File: config.mk
export PLATFORM = sky130hd
export DESIGN_NAME = wb_sequencer_flat
export DESIGN_NICKNAME = d
export VERILOG_FILES = /design/src/rtl/wb_sequencer_if.sv /design/src/rtl/wb_sequencer.sv /design/src/flat_wrapper.sv
export SDC_FILE = /design/constraint.sdc
export NUM_CORES = 1
export LEC_CHECK = 0
export ABC_AREA = 1
export BUFFER_PORTS_ARGS = -buffer_cell sky130_fd_sc_hd__buf_4
export CAP_MARGIN = 25
export CELL_PAD_IN_SITES_DETAIL_PLACEMENT = 0
export CELL_PAD_IN_SITES_GLOBAL_PLACEMENT = 1
export CORE_UTILIZATION = 37
export CTS_CLUSTER_DIAMETER = 150
export DETAILED_ROUTE_END_ITERATION = 8
export PLACE_DENSITY_LB_ADDON = 0.1
export SETUP_SLACK_MARGIN = 0.3
export SYNTH_ARGS = -nofsm -noshare
export SYNTH_HDL_FRONTEND = slang
export SYNTH_SLANG_ARGS = --single-unit
File: constraint.sdc
create_clock -name clk -period 1.9 [get_ports clk]
set_clock_uncertainty 0.15 [all_clocks]
set_input_delay 0.285 -clock clk [delete_from_list [all_inputs] [get_ports clk]]
set_output_delay 0.285 -clock clk [all_outputs]
set_load 0.01 [all_outputs]
File: src/rtl/wb_sequencer_if.sv
//==============================================================================
// Module      : wb_sequencer_if
// Description : Bundles the write-back sequencer's ALU, load and write-port nets.
// Revision    : 1.0 - initial release
//==============================================================================
`default_nettype none

interface wb_sequencer_if #(
   parameter int NUM_REGS  = 12,
   parameter int REG_WIDTH = 8
);
   localparam int c_addr_w = $clog2(NUM_REGS);

   // ALU result stream (no backpressure beyond alu_hold)
   logic                 alu_valid;
   logic [c_addr_w-1:0]  alu_rd;
   logic [REG_WIDTH-1:0] alu_data;
   logic                 alu_car_valid;
   logic [REG_WIDTH-1:0] alu_car;
   logic                 alu_hold;

   // Load result stream (ready/valid)
   logic                 ld_valid;
   logic                 ld_ready;
   logic [c_addr_w-1:0]  ld_rd;
   logic [REG_WIDTH-1:0] ld_data;

   // Register-file write port and status
   logic                 reg_write;
   logic [c_addr_w-1:0]  rd_addr;
   logic [REG_WIDTH-1:0] rd_in;
   logic                 car_write;
   logic [REG_WIDTH-1:0] car_in;
   logic [NUM_REGS-1:0]  pend_mask;
   logic                 err_drop;

   // The sequencer owns the write port
   modport master (
      input  alu_valid, alu_rd, alu_data, alu_car_valid, alu_car,
      output alu_hold,
      input  ld_valid, ld_rd, ld_data,
      output ld_ready,
      output reg_write, rd_addr, rd_in, car_write, car_in, pend_mask, err_drop
   );

   modport slave (
      output alu_valid, alu_rd, alu_data, alu_car_valid, alu_car,
      input  alu_hold,
      output ld_valid, ld_rd, ld_data,
      input  ld_ready,
      input  reg_write, rd_addr, rd_in, car_write, car_in, pend_mask, err_drop
   );

endinterface : wb_sequencer_if

`default_nettype wire

File: src/rtl/wb_sequencer.sv
//==============================================================================
// Module      : wb_sequencer
// Description : Merges ALU and FIFO-buffered load results into one registered
//               register-file write stream and publishes a pending-write mask.
// Revision    : 1.0 - initial release
//==============================================================================
`default_nettype none

module wb_sequencer #(
   parameter int NUM_REGS   = 12,
   parameter int REG_WIDTH  = 8,
   parameter int FIFO_DEPTH = 4
) (
   input  wire logic         clk,
   input  wire logic         rst_n,
   wb_sequencer_if.master    bus
);

   localparam int c_addr_w = $clog2(NUM_REGS);
   localparam int c_ptr_w  = $clog2(FIFO_DEPTH);
   localparam int c_cnt_w  = c_ptr_w + 1;

   localparam logic [c_addr_w-1:0] c_car_idx = c_addr_w'(NUM_REGS - 1);
   localparam logic [c_cnt_w-1:0]  c_full    = c_cnt_w'(FIFO_DEPTH);

   // Load FIFO storage
   logic [c_addr_w-1:0]  r_mem_rd   [FIFO_DEPTH];
   logic [REG_WIDTH-1:0] r_mem_data [FIFO_DEPTH];
   logic [c_ptr_w-1:0]   r_wr_ptr;
   logic [c_ptr_w-1:0]   r_rd_ptr;
   logic [c_cnt_w-1:0]   r_count;

   // Registered write port
   logic                 r_reg_write;
   logic [c_addr_w-1:0]  r_rd_addr;
   logic [REG_WIDTH-1:0] r_rd_in;
   logic                 r_car_write;
   logic [REG_WIDTH-1:0] r_car_in;
   logic                 r_err_drop;

   logic                 w_full;
   logic                 w_ld_ready;
   logic                 w_push;
   logic                 w_pop;
   logic                 w_alu_issue;
   logic                 w_drop;
   logic                 w_alu_reg_we;
   logic [NUM_REGS-1:0]  w_pend;

   assign w_full     = (r_count == c_full);
   assign w_ld_ready = rst_n && !w_full;

   // A load to r0 is handshaken but never stored
   assign w_push = bus.ld_valid && w_ld_ready && (bus.ld_rd != '0);

   // A full FIFO outranks the ALU; otherwise the ALU outranks queued loads
   assign w_alu_issue = bus.alu_valid && !w_full;
   assign w_drop      = bus.alu_valid && w_full;
   assign w_pop       = w_full || (!bus.alu_valid && (r_count != '0));

   // Carry-register target with a carry update: the carry port alone writes it
   assign w_alu_reg_we = (bus.alu_rd != '0) &&
                         !((bus.alu_rd == c_car_idx) && bus.alu_car_valid);

   always_ff @(posedge clk) begin
      if (w_push) begin
         r_mem_rd[r_wr_ptr]   <= bus.ld_rd;
         r_mem_data[r_wr_ptr] <= bus.ld_data;
      end
   end

   always_ff @(posedge clk) begin
      if (!rst_n) begin
         r_wr_ptr <= '0;
         r_rd_ptr <= '0;
         r_count  <= '0;
      end else begin
         if (w_push) begin
            r_wr_ptr <= r_wr_ptr + c_ptr_w'(1);
         end
         if (w_pop) begin
            r_rd_ptr <= r_rd_ptr + c_ptr_w'(1);
         end
         r_count <= r_count + c_cnt_w'(w_push) - c_cnt_w'(w_pop);
      end
   end

   always_ff @(posedge clk) begin
      if (!rst_n) begin
         r_reg_write <= 1'b0;
         r_rd_addr   <= '0;
         r_rd_in     <= '0;
         r_car_write <= 1'b0;
         r_car_in    <= '0;
         r_err_drop  <= 1'b0;
      end else begin
         if (w_drop) begin
            r_err_drop <= 1'b1;
         end
         if (w_alu_issue) begin
            r_reg_write <= w_alu_reg_we;
            r_rd_addr   <= bus.alu_rd;
            r_rd_in     <= bus.alu_data;
            r_car_write <= bus.alu_car_valid;
            r_car_in    <= bus.alu_car;
         end else if (w_pop) begin
            r_reg_write <= 1'b1;
            r_rd_addr   <= r_mem_rd[r_rd_ptr];
            r_rd_in     <= r_mem_data[r_rd_ptr];
            r_car_write <= 1'b0;
         end else begin
            r_reg_write <= 1'b0;
            r_car_write <= 1'b0;
         end
      end
   end

   // Walk the live window from the head; duplicate targets simply OR together
   always_comb begin
      logic [c_ptr_w-1:0] idx;
      w_pend = '0;
      idx    = '0;
      for (int k = 0; k < FIFO_DEPTH; k++) begin
         idx = r_rd_ptr + c_ptr_w'(k);
         if (c_cnt_w'(k) < r_count) begin
            for (int r = 0; r < NUM_REGS; r++) begin
               if (r_mem_rd[idx] == c_addr_w'(r)) begin
                  w_pend[r] = 1'b1;
               end
            end
         end
      end
   end

   assign bus.alu_hold  = w_full;
   assign bus.ld_ready  = w_ld_ready;
   assign bus.reg_write = r_reg_write;
   assign bus.rd_addr   = r_rd_addr;
   assign bus.rd_in     = r_rd_in;
   assign bus.car_write = r_car_write;
   assign bus.car_in    = r_car_in;
   assign bus.pend_mask = w_pend;
   assign bus.err_drop  = r_err_drop;

endmodule : wb_sequencer

`default_nettype wire

File: src/flat_wrapper.sv
// flat-port wrapper written by rule: the top's interface ports become plain ports
module wb_sequencer_flat 
#(
   parameter int NUM_REGS   = 12,
   parameter int REG_WIDTH  = 8,
   parameter int FIFO_DEPTH = 4
)
  (clk, rst_n, bus_alu_valid, bus_alu_rd, bus_alu_data, bus_alu_car_valid, bus_alu_car, bus_alu_hold, bus_ld_valid, bus_ld_rd, bus_ld_data, bus_ld_ready, bus_reg_write, bus_rd_addr, bus_rd_in, bus_car_write, bus_car_in, bus_pend_mask, bus_err_drop);
  wb_sequencer_if #(.NUM_REGS(NUM_REGS), .REG_WIDTH(REG_WIDTH)) bus_i ();
  input  wire logic clk;
  input  wire logic rst_n;
  input wire logic [$bits(bus_i.alu_valid)-1:0] bus_alu_valid;
  input wire logic [$bits(bus_i.alu_rd)-1:0] bus_alu_rd;
  input wire logic [$bits(bus_i.alu_data)-1:0] bus_alu_data;
  input wire logic [$bits(bus_i.alu_car_valid)-1:0] bus_alu_car_valid;
  input wire logic [$bits(bus_i.alu_car)-1:0] bus_alu_car;
  output wire logic [$bits(bus_i.alu_hold)-1:0] bus_alu_hold;
  input wire logic [$bits(bus_i.ld_valid)-1:0] bus_ld_valid;
  input wire logic [$bits(bus_i.ld_rd)-1:0] bus_ld_rd;
  input wire logic [$bits(bus_i.ld_data)-1:0] bus_ld_data;
  output wire logic [$bits(bus_i.ld_ready)-1:0] bus_ld_ready;
  output wire logic [$bits(bus_i.reg_write)-1:0] bus_reg_write;
  output wire logic [$bits(bus_i.rd_addr)-1:0] bus_rd_addr;
  output wire logic [$bits(bus_i.rd_in)-1:0] bus_rd_in;
  output wire logic [$bits(bus_i.car_write)-1:0] bus_car_write;
  output wire logic [$bits(bus_i.car_in)-1:0] bus_car_in;
  output wire logic [$bits(bus_i.pend_mask)-1:0] bus_pend_mask;
  output wire logic [$bits(bus_i.err_drop)-1:0] bus_err_drop;
  assign bus_i.alu_valid = bus_alu_valid;
  assign bus_i.alu_rd = bus_alu_rd;
  assign bus_i.alu_data = bus_alu_data;
  assign bus_i.alu_car_valid = bus_alu_car_valid;
  assign bus_i.alu_car = bus_alu_car;
  assign bus_alu_hold = bus_i.alu_hold;
  assign bus_i.ld_valid = bus_ld_valid;
  assign bus_i.ld_rd = bus_ld_rd;
  assign bus_i.ld_data = bus_ld_data;
  assign bus_ld_ready = bus_i.ld_ready;
  assign bus_reg_write = bus_i.reg_write;
  assign bus_rd_addr = bus_i.rd_addr;
  assign bus_rd_in = bus_i.rd_in;
  assign bus_car_write = bus_i.car_write;
  assign bus_car_in = bus_i.car_in;
  assign bus_pend_mask = bus_i.pend_mask;
  assign bus_err_drop = bus_i.err_drop;
  wb_sequencer #(.NUM_REGS(NUM_REGS), .REG_WIDTH(REG_WIDTH), .FIFO_DEPTH(FIFO_DEPTH)) u_core (.clk(clk), .rst_n(rst_n), .bus(bus_i));
endmodule
==> impl_metrics.toml, run 1 <==
[outcome]
outcome = "complete, but fails checks"
violations = "setup timing"

[timing]
finalWorstSetupSlack_ps = -364.0
tightest_slew_ps = 324.2
setup_viol = 19
final_max_slew_viol_count = 0
relSlewSlack_pct = 78.39
post-route-min-period_ps = 2264
rsz0062_at_grt = "true"
fin_tns_setup_ps = -4424
finalCritPeriodShare_pct = 119.2
fmax_mhz = 441.7
hold_viol = 0

[detailed_routing]
ant_nets = 0
drcViolationCount = 0
vias = 4416
via_per_inst = 4.940
dr.pass1.iters = 4
wl_um = 13120
drt_first_iter_violations = 230
wl_per_cell_um = 14.68

[setup_path]
startpoint_type = "register"
r2r_end = "u_core.r_count[1]$_SDFF_PN0_"
critPathLaunch = "u_core.r_rd_ptr[0]$_SDFFE_PN0N_"
cp.required_ps = 1460
r2r-start = "u_core.r_count[1]$_SDFF_PN0_"
crit_path_end_kind = "output pin"
critical_path_class = "reg -> out"
worstPathArrival_ps = 1830
cp_max_fo = 7
worst-r2r-cell-count = 11
r2r_setup_slack_ps = -160

[cts]
cts_sinks = 80
clockBufferDepth = 2
cts_buffers = 9
insertion_delay_ps = 330
cts-root-buf = "clkbuf_16"
cts_tree = "done"
htree_levels = 3
clkTransAtPathRegs_ps = 60

[global_routing]
antenna_found_initial = 0
grt_max_degree = 23
track_usage_pct = 20.80
grt_pass1_wl_um = 20120
grt_overflow = 0
grt_pass1_vias = 4154

[synthesis]
netlist_top_cells_area = "edfxtp_1 33%, nand2_1 17%, dfxtp_1 15%"
ys.flop_type = "edfxtp_1"
synth_cell_types = 28
syn-instance-count = 606
yosysTopAreaCellShare_pct = 32.83
synth_top_cell_by_area = "edfxtp_1"
postSynth.asyncResetShare_pct = 0
avgSynthCellArea_um2 = 7.245
synth_most_common_cell = "nand2_1"
ys_ff_latch = 80
synth_area_um2 = 4390
synthesis.nets = 652
synth_warnings = 0
synth-edff-count = 48
yosysSeqAreaShare_pct = 47.42
netlist_top_cells_count = "202 x nand2_1, 118 x nor2_1, 48 x edfxtp_1, 42 x inv_1, 38 x nand3_1"

[cells_and_area]
syn_to_final_growth_pct = 57.45
n_antenna_cell = 0
num-nets-final = 792
layout-drive-gt1-share_pct = 45.67
fin_area_um2 = 6913

[floorplan]
dieWidth_um = 110.9
io_pins = 74
num_rows = 39
start_util_pct = 38.29
core_um2 = 11470
die_area_um2 = 12310
fp.dieH_um = 110.9

[placed_design]
routabilityCongestion = 0.8683
place_area_um2 = 5497
dp_slack_ps = -101.6
place_hpwl_um = 9146
io_buffers = 73

[worst_hold_path]
holdCritPathClass = "in -> reg"
min_path_cells = 1
hold_path_end = "u_core.r_mem_rd[1][0]$_DFFE_PP_"
worstHoldStart = "bus_ld_rd[0]"

[power]
p_per_area_nw_per_um2 = 1478
pwr-share-seq_pct = 22.9
ir_worst_vdd_uv = 842.9
p_switching_w = 0.004541
p_leak_nw = 3.031
clockPowerShare_pct = 16.5
internal-power_w = 0.005675
power_frac_comb_pct = 60.6
p_sw_share_pct = 44.45

[job]
drv_cap = 0
[flip-flops by register name (all words and copies together), names as in the netlist, named ones only]
name,cells
u_core.r_count,3
u_core.bus.rd_addr,4
u_core.bus.rd_in,8
u_core.r_mem_rd,16
u_core.r_mem_data,32
u_core.r_wr_ptr,2
u_core.bus.car_in,8
u_core.bus.err_drop,1
u_core.bus.reg_write,1
u_core.r_rd_ptr,2
u_core.bus.car_write,1
[worst max-delay path by stage]
| stage | to | slack [ps] | cells after the start |
|---|---|---|---|
| floorplan | u_core.r_count[1]$_SDFF_PN0_ | -20 | 10 |
| global placement | bus_pend_mask[4] | -80 | 11 |
| detailed placement | bus_pend_mask[4] | -100 | 12 |
| CTS | bus_pend_mask[4] | -340 | 11 |
| global route | bus_pend_mask[4] | -460 | 10 |
| finish | bus_pend_mask[8] | -360 | 11 |
[layout make-up]
class                   count  area, um2
multi-input cells         453       2704
flip-flops and latches     80       2097
clock buffers              10      229.0
inverters                  54      237.7
clock inverters             6      68.82
well taps                 143      178.9
fillers                  1013       4554
repair inverters            1      7.507
repair buffers            147       1390
[power by group through the flow]
stage | Sequential, W | Combinational [W] | Clock [W]
floorplan | 0.00233 | 0.00284 | 0
global placement | 0.00231 | 0.00441 | 0
detailed placement | 0.00232 | 0.00446 | 0
CTS | 0.00230 | 0.00510 | 0.00172
global route | 0.00237 | 0.00673 | 0.00178
finish | 0.00234 | 0.00619 | 0.00169
[worst max-delay path, stage by stage (launching register included)]
cell     delay [ps]
dfxtp_4         460
inv_8            60
buf_4           150
nand2_1          70
nand2_2          90
nand2_2         100
nand2_4          70
nand3_4         100
nor2_1           60
nor2_2          150
nand2_2          60
buf_4           130
[per-layer routing]
metal	global-route usage, %	share of wire [%]	up-vias	wire (um)
li1	-	-	2234	-
met1	24.71	42	2056	5552
met2	37.06	52	102	6774
met3	2.734	3.1	24	407
met4	9.778	3.0	0	388
met5	0	0	-	0
[through the flow]
step           hold slack (ps)  std cells  util (%)  total power, W
2_1_floorplan            233.9        606         -        0.005175
5_1_grt                  12.11        894     60.28         0.01088
3_3_place_gp             295.7        839     47.93        0.006722
6_report                 13.95        894     60.28         0.01022
4_1_cts                  8.803        876     54.99        0.009121
3_5_place_dp             316.9        839     47.93        0.006774
[repair_timing]
| action | CTS | global route |
|---|---|---|
| endpoints found under the setup margin | 85 | 82 |
| pin swaps | 21 | 54 |
| hold buffers | 7 | 0 |
| endpoints found under the hold margin | 26 | 0 |
| buffers inserted | 6 | 15 |
| gates cloned | 8 | 3 |
| gates resized for setup | 80 | 135 |
[layout by cell type (no fill, tap or decap), types with 8 or more instances in the layout]
| master | n |
|---|---|
| o21ai_0 | 28 |
| nand2_4 | 25 |
| nor2_2 | 24 |
| nor2_4 | 10 |
| a21oi_2 | 11 |
| inv_2 | 11 |
| nand2_1 | 125 |
| buf_6 | 19 |
| dfxtp_1 | 26 |
| edfxtp_1 | 48 |
| buf_4 | 106 |
| nor2_1 | 86 |
| inv_1 | 32 |
| nand3_1 | 20 |
| nand2_2 | 57 |
| o22ai_1 | 8 |
| nand3_2 | 17 |
| clkbuf_16 | 15 |
[logic make-up (layout without fill, tap and decap cells)]
kind of cell	after synthesis	count (layout)	share of synthesized area, %
AND/OR/NAND/NOR	371	374	33.74
flip-flops	80	80	47.42
buffers and inverters	76	218	7.666
AO/OA/AOI/OAI	69	69	8.236
adder cells (fa/ha/maj)	9	9	2.736
XOR/XNOR	1	1	0.1995
No activity file was read; power rests on OpenSTA's default activity.
==> inputs of run 2 (changes only) <==
--- a/config.mk
+++ b/config.mk
@@ -5,12 +5,12 @@
 export SDC_FILE = /design/constraint.sdc
 export NUM_CORES = 1
 export LEC_CHECK = 0
-export ABC_AREA = 1
+export ABC_AREA = 0
 export BUFFER_PORTS_ARGS = -buffer_cell sky130_fd_sc_hd__buf_4
 export CAP_MARGIN = 25
 export CELL_PAD_IN_SITES_DETAIL_PLACEMENT = 0
 export CELL_PAD_IN_SITES_GLOBAL_PLACEMENT = 1
-export CORE_UTILIZATION = 37
+export CORE_UTILIZATION = 40
 export CTS_CLUSTER_DIAMETER = 150
 export DETAILED_ROUTE_END_ITERATION = 8
 export PLACE_DENSITY_LB_ADDON = 0.1
==> impl_metrics.toml, run 2 <==
[setup_path]
r2r_end = "u_core.r_count[2]$_SDFF_PN0_"
crit_path_end_kind = "output pin"
crit_path_cell_trace = "buf_4 -> mux4_2 -> clkinv_4 -> nor3_2 -> or3_4 -> buf_6"
cp_num_buf_inv = 3
startpoint_type = "register"
crit_family = "multiplexers"
r2r_setup_slack_ps = -330
worstPathArrival_ps = 2130
worst-r2r-cell-count = 8
r2r-start = "u_core.r_count[2]$_SDFF_PN0_"
cp.required_ps = 1460
cp_max_fo = 6
slowest_stage = "mux4_2"
critical-path-max-stage-delay_ps = 630
critical_path_class = "reg -> out"

[outcome]
outcome = "complete, but fails checks"
violations = "setup timing"

[synthesis]
synth_most_common_cell = "edfxtp_1"
synth_top_cell_by_area = "edfxtp_1"
syn-instance-count = 339
ys.flop_type = "edfxtp_1"
synth_area_um2 = 4055
postSynth.asyncResetShare_pct = 0
ys_ff_latch = 80
yosysTopAreaCellShare_pct = 35.54
netlist_top_cells_area = "edfxtp_1 36%, dfxtp_1 16%, mux4_2 7.2%"
synth_cell_types = 60
avgSynthCellArea_um2 = 11.96
synth_warnings = 0
netlist_top_cells_count = "48 x edfxtp_1, 38 x nand2_1, 32 x dfxtp_1, 20 x a21oi_1, 14 x nor2_1"
yosysSeqAreaShare_pct = 51.34
synthesis.nets = 385
synth-edff-count = 48

[cells_and_area]
fillers = 798
layout-drive-gt1-share_pct = 59.72
final_cell_mix = "124 x buf_4, 48 x edfxtp_1, 27 x buf_6, 27 x dfxtp_1, 26 x nand2_1"
layout_commonest_cell = "buf_4"
largest_reg_flops = 32
fin_area_um2 = 6374
num-nets-final = 550
max_flop_register = "u_core.r_mem_data"
n_antenna_cell = 0
syn_to_final_growth_pct = 57.17
top_regs = "u_core.r_mem_data: 32 flops, u_core.r_mem_rd: 16 flops"
final_util_pct = 64.91

[cts]
clkTransAtPathRegs_ps = 80
clockBufferDepth = 2
cts-root-buf = "clkbuf_8"
htree_levels = 3
insertion_delay_ps = 340
cts_tree = "done"
cts_sinks = 80
cts_buffers = 9

[floorplan]
die_area_um2 = 10540
start_util_pct = 41.30
num_rows = 36
core_um2 = 9819
dieWidth_um = 102.7
io_pins = 74
fp.dieH_um = 102.7

[placed_design]
dp_slack_ps = -349.3
routabilityCongestion = 0.8399
io_buffers = 73
place_area_um2 = 5523
place_hpwl_um = 7842

[timing]
rsz0062_at_grt = "true"
finalWorstSetupSlack_ps = -667.5
hold_viol = 0
fin_tns_setup_ps = -9649
post-route-min-period_ps = 2568
relSlewSlack_pct = 75.65
hold_slack_ps = 38.05
setup_viol = 64
finalCritPeriodShare_pct = 135.1
tightest_slew_ps = 364.3
final_max_slew_viol_count = 0
fmax_mhz = 389.5

[global_routing]
met3_usage_pct = 3.254
antenna_found_initial = 0
track_usage_pct = 22.36
grt_pass1_wl_um = 17160
top_usage_layer = "met2"
grt_use_met2_pct = 38.77
grt_pass1_vias = 3325
met1_usage_pct = 27.95
grt_overflow = 0
grt_max_degree = 31

[detailed_routing]
drcViolationCount = 0
drt_first_iter_violations = 106
dr.pass1.iters = 4
via_per_inst = 5.178
vias = 3324
wl_per_cell_um = 17.53
ant_nets = 0
wl_um = 11250

[power]
p_leak_nw = 2.548
ir_worst_vdd_uv = 676.2
p_per_area_nw_per_um2 = 1203

[worst_hold_path]
worstHoldStart = "bus_alu_car[0]"
hold_path_end = "u_core.bus.car_in[0]$_SDFFE_PN0P_"
holdCritPathClass = "in -> reg"
min_path_cells = 3

[job]
drv_cap = 0
## run 2: worst max-delay path by stage
stage,from,slack (ps),depth (start not counted),endpoint
2_1_floorplan,u_core.r_count[2]$_SDFF_PN0_,-370,9,u_core.r_count[2]$_SDFF_PN0_
3_3_place_gp,u_core.r_rd_ptr[0]$_SDFFE_PN0N_,-370,7,bus_pend_mask[9]
3_5_place_dp,u_core.r_rd_ptr[0]$_SDFFE_PN0N_,-350,7,bus_pend_mask[7]
4_1_cts,u_core.r_rd_ptr[0]$_SDFFE_PN0N_,-670,7,bus_pend_mask[7]
5_1_grt,u_core.r_rd_ptr[0]$_SDFFE_PN0N_,-740,7,bus_pend_mask[2]
6_report,u_core.r_rd_ptr[0]$_SDFFE_PN0N_,-670,6,bus_pend_mask[7]
## run 2: tightest hold or removal path, stage by stage
cell      delay, ps
buf_4           110
nand2_2          50
a21boi_1         40
## run 2: logic make-up (layout without fill, tap and decap cells)
group | count (synthesis) | in the layout | synth area share [%]
AND/OR/NAND/NOR | 106 | 110 | 13.85
multiplexers | 36 | 36 | 13.95
flip-flops | 80 | 80 | 51.34
XOR/XNOR | 3 | 3 | 0.6481
adder cells (fa/ha/maj) | 9 | 9 | 2.962
AO/OA/AOI/OAI | 75 | 75 | 13.11
buffers and inverters | 30 | 196 | 4.134
## run 2: power by group
part,total [W],switching (W),internal (W)
clock,0.00121,0.000578,0.000636
combinational,0.00425,0.00196,0.00229
sequential,0.00220,0.000139,0.00206
total,0.00767,0.00267,0.00499
## run 2: area by class of cell
type                    count  area (um2)  area share, %
flip-flops and latches     80        2098          32.92
repair buffers            167        1445          22.67
inverters                  13       58.81         0.9227
multi-input cells         233        2416          37.91
well taps                 133       166.4          2.611
clock inverters             4       43.79         0.6871
clock buffers              12       145.1          2.277
## run 2: through the flow
| step | std cells | total power [W] |
|---|---|---|
| 3_5_place_dp | 597 | 0.005748 |
| 4_1_cts | 633 | 0.007349 |
| 5_1_grt | 642 | 0.008094 |
| 6_report | 642 | 0.007665 |
| 2_1_floorplan | 339 | 0.004375 |
| 3_3_place_gp | 597 | 0.005712 |
## run 2: routing by layer
| layer | vias to the layer above | part of all wire (%) |
|---|---|---|
| li1 | 1619 | - |
| met1 | 1597 | 43 |
| met2 | 86 | 51 |
| met3 | 22 | 3.7 |
| met4 | 0 | 1.9 |
| met5 | - | 0 |
## run 2: what timing repair did
item | in CTS | in global routing
hold endpoints to repair | 36 | 0
pin swaps | 11 | 30
resized for setup | 54 | 65
hold buffers | 9 | 0
buffers inserted | 6 | 9
endpoints found under the setup margin | 92 | 90
gates cloned | 5 | 0
==> inputs of run 3 (changes only) <==
--- a/config.mk
+++ b/config.mk
@@ -15,6 +15,7 @@
 export DETAILED_ROUTE_END_ITERATION = 8
 export PLACE_DENSITY_LB_ADDON = 0.1
 export SETUP_SLACK_MARGIN = 0.3
+export SKIP_CTS_REPAIR_TIMING = 1
 export SYNTH_ARGS = -nofsm -noshare
 export SYNTH_HDL_FRONTEND = slang
 export SYNTH_SLANG_ARGS = --single-unit
==> impl_metrics.toml, run 3 (same netlist as run 2, synthesis figures left out) <==
[outcome]
outcome = "complete, but fails checks"
violations = "setup timing"

[cells_and_area]
max_flop_register = "u_core.r_mem_data"
largest_reg_flops = 32
top_regs = "u_core.r_mem_data: 32 flops, u_core.r_mem_rd: 16 flops"
layout-drive-gt1-share_pct = 59.17
fillers = 814
multi_input_area_um2 = 2380
syn_to_final_growth_pct = 54.80
register_area_um2 = 2096
num-nets-final = 548
n_antenna_cell = 0
final_cell_mix = "134 x buf_4, 48 x edfxtp_1, 27 x dfxtp_1"
layout_commonest_cell = "buf_4"

[timing]
final_max_slew_viol_count = 0
rsz0062_at_grt = "true"
hold_viol = 0
finalWorstSetupSlack_ps = -680.9
setup_viol = 72
fin_tns_setup_ps = -13760
post-route-min-period_ps = 2581
tightest_slew_ps = 359.2
fmax_mhz = 387.5
finalCritPeriodShare_pct = 135.8
relSlewSlack_pct = 76.00

[job]
drv_cap = 0

[detailed_routing]
ant_nets = 0
drcViolationCount = 0
vias = 3291
drt_first_iter_violations = 118
wl_um = 11260
dr.pass1.iters = 4
wl_per_cell_um = 17.60
via_per_inst = 5.142

[floorplan]
dieWidth_um = 102.7
io_pins = 74
fp.dieH_um = 102.7
die_area_um2 = 10540
num_rows = 36
core_um2 = 9819
start_util_pct = 41.30

[placed_design]
io_buffers = 73
place_hpwl_um = 7842
routabilityCongestion = 0.8399

[cts]
clockBufferDepth = 2
clkTransAtPathRegs_ps = 80
cts_sinks = 80
cts-root-buf = "clkbuf_8"
cts_tree = "done"
htree_levels = 3
insertion_delay_ps = 350
cts_buffers = 9

[global_routing]
grt_pass1_vias = 3170
antenna_found_initial = 0
grt_overflow = 0
grt_pass1_wl_um = 16200
grt_max_degree = 31
track_usage_pct = 21.08

[setup_path]
critPathLaunch = "u_core.r_rd_ptr[0]$_SDFFE_PN0N_"
cp.required_ps = 1460
critical_path_class = "reg -> out"
r2r-start = "u_core.r_count[2]$_SDFF_PN0_"
crit_path_end_kind = "output pin"
worstPathArrival_ps = 2150
startpoint_type = "register"
cp_max_fo = 6

[power]
p_per_area_nw_per_um2 = 1211
ir_worst_vdd_uv = 676.3
p_leak_nw = 2.495
power.total_w = 0.007601

[worst_hold_path]
holdCritPathClass = "in -> reg"
worstHoldStart = "bus_alu_car[3]"
-- run 3: cell type report --
type / count / area share (%)
Timing Repair Buffer: 165 / 22.07
Clock buffer: 12 / 2.312
Tap cell: 133 / 2.651
Inverter: 13 / 0.9767
Sequential cell: 80 / 33.39
Clock inverter: 4 / 0.6976
Multi-Input combinational cell: 233 / 37.91
-- run 3: metal layers --
layer | vias up | global-route usage, % | routed length, um
li1 | 1610 | - | -
met1 | 1585 | 26.82 | 4886
met2 | 80 | 36.31 | 5774
met3 | 16 | 3.051 | 375
met4 | 0 | 8.022 | 225
met5 | - | 0 | 0
-- run 3: where the power goes --
group          internal (W)  leakage, nW  switching, W  total, W
clock network      0.000636       0.0978      0.000594   0.00123
registers           0.00206        0.702      0.000133   0.00219
logic               0.00224         1.70       0.00194   0.00418
-- run 3: per-stage QoR --
| step | util, % | setup slack (ps) | cells | area (um2) | hold slack [ps] |
|---|---|---|---|---|---|
| after floorplan | - | -365.4 | 339 | 4367 | 233.9 |
| after CTS | 58.17 | -738.0 | 613 | 5712 | -32.63 |
| after global routing | 63.93 | -756.6 | 640 | 6277 | 20.32 |
| after detailed placement | 56.24 | -349.3 | 597 | 5523 | 308.4 |
| after global placement | 56.24 | -365.1 | 597 | 5523 | 299.8 |
| final | 63.93 | -680.9 | 640 | 6277 | 23.66 |
-- run 3: critical path: stages, from the launching register on --
cell,delay (ps)
dfxtp_4,390
buf_4,140
mux4_2,630
clkinv_4,90
nor3_2,40
or3_4,370
buf_4,150
-- run 3: path summary, 6_finish.rpt --
kind	endpoint	slack, ps	cells past startpoint
setup reg to reg	u_core.r_count[2]$_SDFF_PN0_	-410	9
setup / recovery	bus_pend_mask[7]	-680	6
hold / removal	u_core.bus.car_in[3]$_SDFFE_PN0P_	20	3
hold reg to reg	u_core.bus.car_in[4]$_SDFFE_PN0P_	310	2
